===== src/rtl/pair_drain_serializer.sv =====
// Drain stage for the pair-exit FIFO: issues slot-aligned read pulses, captures the returned
// pair word, drops empty words and streams valid words out as DATA_W-bit beats, LSB beat first.
module pair_drain_serializer #(
    parameter int WORD_W   = 192,
    parameter int DATA_W   = 32,
    parameter int SLOT     = 16,
    parameter int READ_LAT = 1
) (
    input  logic              clk,
    input  logic              reset,
    input  logic              enable,
    input  logic [WORD_W-1:0] pair_word,
    output logic              read_ctrl,
    output logic [DATA_W-1:0] m_data,
    output logic              m_valid,
    output logic              m_last,
    input  logic              m_ready,
    output logic [31:0]       pair_cnt,
    output logic [31:0]       empty_cnt,
    output logic              busy
);

    localparam int BEATS = WORD_W / DATA_W;
    localparam int PH_W  = $clog2(SLOT);
    localparam int BI_W  = (BEATS > 1) ? $clog2(BEATS) : 1;

    localparam logic [PH_W-1:0] PH_LAST   = PH_W'(SLOT - 1);
    localparam logic [PH_W-1:0] PH_PRE    = PH_W'(SLOT - 2);
    localparam logic [PH_W-1:0] LAT_END   = PH_W'(READ_LAT);
    localparam logic [BI_W-1:0] BEAT_LAST = BI_W'(BEATS - 1);

    typedef enum logic [1:0] {
        ST_IDLE = 2'd0,
        ST_REQ  = 2'd1,
        ST_WAIT = 2'd2,
        ST_SEND = 2'd3
    } state_t;

    state_t                          state_r, state_s;
    logic [PH_W-1:0]                 phase_r, phase_s;
    logic [PH_W-1:0]                 lat_cnt_r, lat_cnt_s;
    logic [BI_W-1:0]                 beat_idx_r, beat_idx_s;
    logic [WORD_W-1:0]               capture_r, capture_s;
    logic [31:0]                     pair_cnt_r, pair_cnt_s;
    logic [31:0]                     empty_cnt_r, empty_cnt_s;
    logic                            read_ctrl_r, read_ctrl_s;
    logic                            m_valid_r, m_valid_s;
    logic                            m_last_r, m_last_s;
    logic                            busy_r, busy_s;
    logic [DATA_W-1:0]               m_data_r, m_data_s;
    logic [BEATS-1:0][DATA_W-1:0]    beats_s;

    // Next-state, counters and next registered output values
    always_comb begin
        state_s     = state_r;
        lat_cnt_s   = lat_cnt_r;
        beat_idx_s  = beat_idx_r;
        capture_s   = capture_r;
        pair_cnt_s  = pair_cnt_r;
        empty_cnt_s = empty_cnt_r;
        read_ctrl_s = 1'b0;

        if (phase_r == PH_LAST) begin
            phase_s = {PH_W{1'b0}};
        end else begin
            phase_s = phase_r + {{(PH_W-1){1'b0}}, 1'b1};
        end

        case (state_r)
            ST_IDLE: begin
                // Request one cycle ahead so the registered pulse lands on the slot cycle
                if (enable && (phase_r == PH_PRE)) begin
                    state_s     = ST_REQ;
                    read_ctrl_s = 1'b1;
                end else begin
                    state_s = ST_IDLE;
                end
            end
            ST_REQ: begin
                state_s   = ST_WAIT;
                lat_cnt_s = {{(PH_W-1){1'b0}}, 1'b1};
            end
            ST_WAIT: begin
                if (lat_cnt_r == LAT_END) begin
                    capture_s = pair_word;
                    if (pair_word == {WORD_W{1'b0}}) begin
                        empty_cnt_s = empty_cnt_r + 32'd1;
                        state_s     = ST_IDLE;
                    end else begin
                        beat_idx_s = {BI_W{1'b0}};
                        state_s    = ST_SEND;
                    end
                end else begin
                    lat_cnt_s = lat_cnt_r + {{(PH_W-1){1'b0}}, 1'b1};
                end
            end
            ST_SEND: begin
                if (m_valid_r && m_ready) begin
                    if (beat_idx_r == BEAT_LAST) begin
                        pair_cnt_s = pair_cnt_r + 32'd1;
                        beat_idx_s = {BI_W{1'b0}};
                        state_s    = ST_IDLE;
                    end else begin
                        beat_idx_s = beat_idx_r + {{(BI_W-1){1'b0}}, 1'b1};
                    end
                end else begin
                    beat_idx_s = beat_idx_r;
                end
            end
            default: begin
                state_s = ST_IDLE;
            end
        endcase

        beats_s   = capture_s;
        m_valid_s = (state_s == ST_SEND);
        busy_s    = (state_s != ST_IDLE);
        if (state_s == ST_SEND) begin
            m_data_s = beats_s[beat_idx_s];
            m_last_s = (beat_idx_s == BEAT_LAST);
        end else begin
            m_data_s = {DATA_W{1'b0}};
            m_last_s = 1'b0;
        end
    end

    // State and output registers; reset realigns the phase so the first slot follows release
    always_ff @(posedge clk) begin
        if (reset) begin
            state_r     <= ST_IDLE;
            phase_r     <= PH_LAST;
            lat_cnt_r   <= {PH_W{1'b0}};
            beat_idx_r  <= {BI_W{1'b0}};
            capture_r   <= {WORD_W{1'b0}};
            pair_cnt_r  <= 32'd0;
            empty_cnt_r <= 32'd0;
            read_ctrl_r <= 1'b0;
            m_valid_r   <= 1'b0;
            m_last_r    <= 1'b0;
            m_data_r    <= {DATA_W{1'b0}};
            busy_r      <= 1'b0;
        end else begin
            state_r     <= state_s;
            phase_r     <= phase_s;
            lat_cnt_r   <= lat_cnt_s;
            beat_idx_r  <= beat_idx_s;
            capture_r   <= capture_s;
            pair_cnt_r  <= pair_cnt_s;
            empty_cnt_r <= empty_cnt_s;
            read_ctrl_r <= read_ctrl_s;
            m_valid_r   <= m_valid_s;
            m_last_r    <= m_last_s;
            m_data_r    <= m_data_s;
            busy_r      <= busy_s;
        end
    end

    assign read_ctrl = read_ctrl_r;
    assign m_data    = m_data_r;
    assign m_valid   = m_valid_r;
    assign m_last    = m_last_r;
    assign pair_cnt  = pair_cnt_r;
    assign empty_cnt = empty_cnt_r;
    assign busy      = busy_r;

endmodule


===== config.mk =====
export PLATFORM = sky130hd
export DESIGN_NAME = pair_drain_serializer
export DESIGN_NICKNAME = d
export VERILOG_FILES = /design/src/rtl/pair_drain_serializer.sv
export SDC_FILE = /design/constraint.sdc
export NUM_CORES = 1
export LEC_CHECK = 0
export ABC_CLOCK_PERIOD_IN_PS = 8000
export CORE_ASPECT_RATIO = 1.75
export CORE_UTILIZATION = 55
export DETAILED_ROUTE_END_ITERATION = 8
export PLACE_DENSITY_LB_ADDON = 0.3
export SLEW_MARGIN = 10
export SYNTH_ARGS = -nofsm -noshare
export SYNTH_HDL_FRONTEND = slang
export SYNTH_SLANG_ARGS = --single-unit

===== constraint.sdc =====
create_clock -name clk -period 8 [get_ports clk]
set_clock_uncertainty 0.05 [all_clocks]
set_input_delay 2.4 -clock clk [delete_from_list [all_inputs] [get_ports clk]]
set_output_delay 2.4 -clock clk [all_outputs]
set_load 0.02 [all_outputs]

==> results.ini <==
[outcome]
outcome = finished clean

[clock_tree]
numCtsBuffers = 28
cts_max_path_buffers = 3
cts_hold_buf = 0
cts_setup_buffers = 0
cts_resized = 0
htree_levels = 1
cts_tree = built
insertion_delay_ns = 0.56
clk_pin_slew_ns = 0.06
cts_root_buffer = clkbuf_16
cts.sinks = 305

[setup_path]
critPathKind = in -> reg
cp_slowest_cell = nand2_1
crit_path_end_kind = flip-flop
critical_path_required_ns = 8.42
timing.critical_path.mode_cell = nand4_1
crit_buf_inv = 2
worstPathCellList = clkdlybuf4s50_1, nor4_1, nand4_1, nor4_4, nand4_1, buf_4, nand2_1, a221oi_1, nor3_1
critPathMaxFanout = 33
worstRegToRegCells = 8
cp_top_family = simple AND/OR/NAND/NOR gates
arrival_ns = 6.17
start_kind = input port
cpPeakStageDelay_ns = 0.93
cp_num_cells = 9

[power_and_ir_drop]
power_frac_seq_pct = 49.3
report.power.total_mw = 3.13
p_leak_nw = 5.92
p_clk_share_pct = 43.9
switchingPower_mw = 0.712
ir_drop_mv = 0.186
p_int_mw = 2.42
power.share.switching_pct = 22.7
pwr-share-comb_pct = 6.9
powerDensity_nw_per_um2 = 178

[floorplan]
die_h_um = 211
coreArea_um2 = 24500
rows = 76
initial_utilization_pct = 56.0
ios = 296
dieWidth_um = 121
die-area_um2 = 25600

[timing]
period_share_pct = 71.9
setup_viol = 0
timing.setup.tns_ns = 0
fin_crit_ns = 5.75
tightest_slew_ns = 1.22
relSlewSlack_pct = 18.7
max_freq_mhz = 174
rsz0062_at_grt = no
hold_violations = 0
slew_violations = 0

[synthesis]
yosys-top-cells-area = dfxtp_1 (44%), nand2_1 (9.8%), a21oi_1 (6.3%), nor2_1 (3.1%), clkbuf_1 (2.7%)
synth_largest_area_cell = dfxtp_1
synth_edf_count = 0
yosysUniqueCellTypes = 62
yosys.area.top_type_share_pct = 44.5
ys_ff_latch = 305
ys_warn_count = 0
seq_area_frac_synth_pct = 44.5
synth_nets = 1902
synthFlopType = dfxtp_1
synth.cell_area_um2 = 13700
synth-async-reset-ratio_pct = 0
synth_cells = 1700
synth_area_per_cell_um2 = 8.08

[placed_design]
gp_congestion = 0.923
dp.final_hpwl_um = 30000
placedInstanceArea_um2 = 16700
port_buffers = 295

[detailed_routing]
routed_wl_um = 44000
viasPerCell = 6.20
postRouteAntennaNets = 0
route.detailed.drc = 0
dr.pass1.iters = 6
drt_iter0_drc = 1674
via_count = 13800
wl_per_cell_um = 19.7

[min_path]
hold_path_class = reg -> reg
hold_depth = 2

[final_layout]
stdcell_area_um2 = 17600
nets = 2100
areaGrowthSynthToFinish_pct = 28.3
drive_above_1_share_pct = 4.74

[global_route]
grt.overflow.total = 0
grt.total_usage_pct = 33.6
grt_pass1_wl_um = 68600
grt_pass1_vias = 13300
antenna_found_initial = 3
grt_max_degree = 203

[run]
drv_cap = 0

==> logic make-up after synthesis <==
logic type      synth area share [%]
mux                            0.774
compound gates                  20.1
buf+inv                         4.63
fa+ha+maj                      0.547
simple gates                    25.8
flops                           44.5
xor+xnor                        3.64
==> routing by layer <==
metal	global-route usage [%]	vias up	part of all wire (%)
met5	0	-	0
met4	19.0	0	5.6
met3	5.67	145	8.1
met2	57.6	659	49
met1	39.0	6543	37
li1	-	6488	-
==> sequential cells by signal (all words and copies together) (netlist names), 2 cells and up <==
name,flops
pair_cnt,32
phase_r,4
state_r,2
empty_cnt,32
lat_cnt_r,4
capture_r,192
beat_idx_r,3
m_data,32
==> layout by cell type (no fill, tap or decap), types with 3 or more instances in the layout <==
master           Yosys  routed
nand2_1            358     358
dfxtp_1            305     305
clkdlybuf4s50_1      0     294
a21oi_1            174     174
nor2_1             113     112
nor4_1              58      58
nand3_1             50      50
and3_1              47      46
nor3_1              46      46
xnor2_1             39      39
a31oi_1             33      33
a211oi_1            31      31
o21bai_1            31      31
a221oi_1            31      31
o221ai_1            31      30
a21boi_0            29      29
clkbuf_16            0      29
nand4_1             28      28
o311ai_0            26      26
xor2_1              18      18
inv_1               16      16
buf_4                1      13
o21ai_0             10      10
clkbuf_8             0      10
nor2b_1              8       8
and4_1               6       6
or3_1                6       6
ha_1                 6       6
mux2i_1              5       5
nor4_4               4       4
nor4_2               4       4
o311ai_1             4       4
clkinv_2             0       4
clkbuf_1            97       4
diode_2              0       3
or2_2                3       3
nor4b_2              3       3
a211o_1              3       3
==> cell type report <==
type	count	area (µm²)
Clock buffer	42	865
Fill cell	1910	6920
Tap cell	312	390
Inverter	16	60.1
Timing Repair Buffer	309	3070
Clock inverter	8	76.3
Multi-Input combinational cell	1238	7040
Sequential cell	305	6110
Antenna cell	3	7.51
==> per-stage QoR <==
step	setup slack (ns)	cells	hold slack [ns]	utilization, %
6_report	2.25	2233	0.403	71.8
5_1_grt	2.00	2233	0.420	71.8
4_1_cts	2.26	2230	0.402	71.8
3_5_place_dp	1.69	2180	0.392	67.9
3_3_place_gp	1.77	2180	0.388	67.9
2_1_floorplan	3.60	1700	0.381	-
==> power by group through the flow <==
stage / combinational (mW) / sequential (mW) / clock, mW
final: 0.215 / 1.54 / 1.38
after global routing: 0.228 / 1.55 / 1.44
after CTS: 0.213 / 1.54 / 1.39
after detailed placement: 0.211 / 1.58 / 0
after global placement: 0.209 / 1.58 / 0
after floorplan: 0.0668 / 1.57 / 0
==> worst paths after layout <==
kind | from | end | slack, ns
max | pair_word[94] | capture_r[147]$_SDFF_PP0_ | 2.25
min | capture_r[44]$_SDFF_PP0_ | capture_r[44]$_SDFF_PP0_ | 0.40
max reg2reg | lat_cnt_r[0]$_SDFFE_PP0P_ | m_data[1]$_SDFF_PP0_ | 3.71
min reg2reg | capture_r[44]$_SDFF_PP0_ | capture_r[44]$_SDFF_PP0_ | 0.40
==> tightest hold or removal path, stage by stage, from the launching register on <==
cell	delay [ns]
dfxtp_1	0.31
nand2_1	0.05
a21oi_1	0.05
==> synthesized netlist by cell type, drive strengths merged, types with 5 or more instances <==
cell type	count
a211oi	31
clkbuf	100
a21boi	30
o21bai	31
nand2	360
xor2	18
ha	6
nor4b	5
o221ai	31
nor3	48
xnor2	39
o311ai	30
a221oi	31
nor2	113
and3	47
inv	16
mux2i	5
dfxtp	305
nand4	29
or3	6
o21ai	11
buf	41
nor2b	8
and4	6
a31oi	33
nor4	66
nand3	50
a21oi	174
Note: power is estimated with default switching activity, not from simulation.
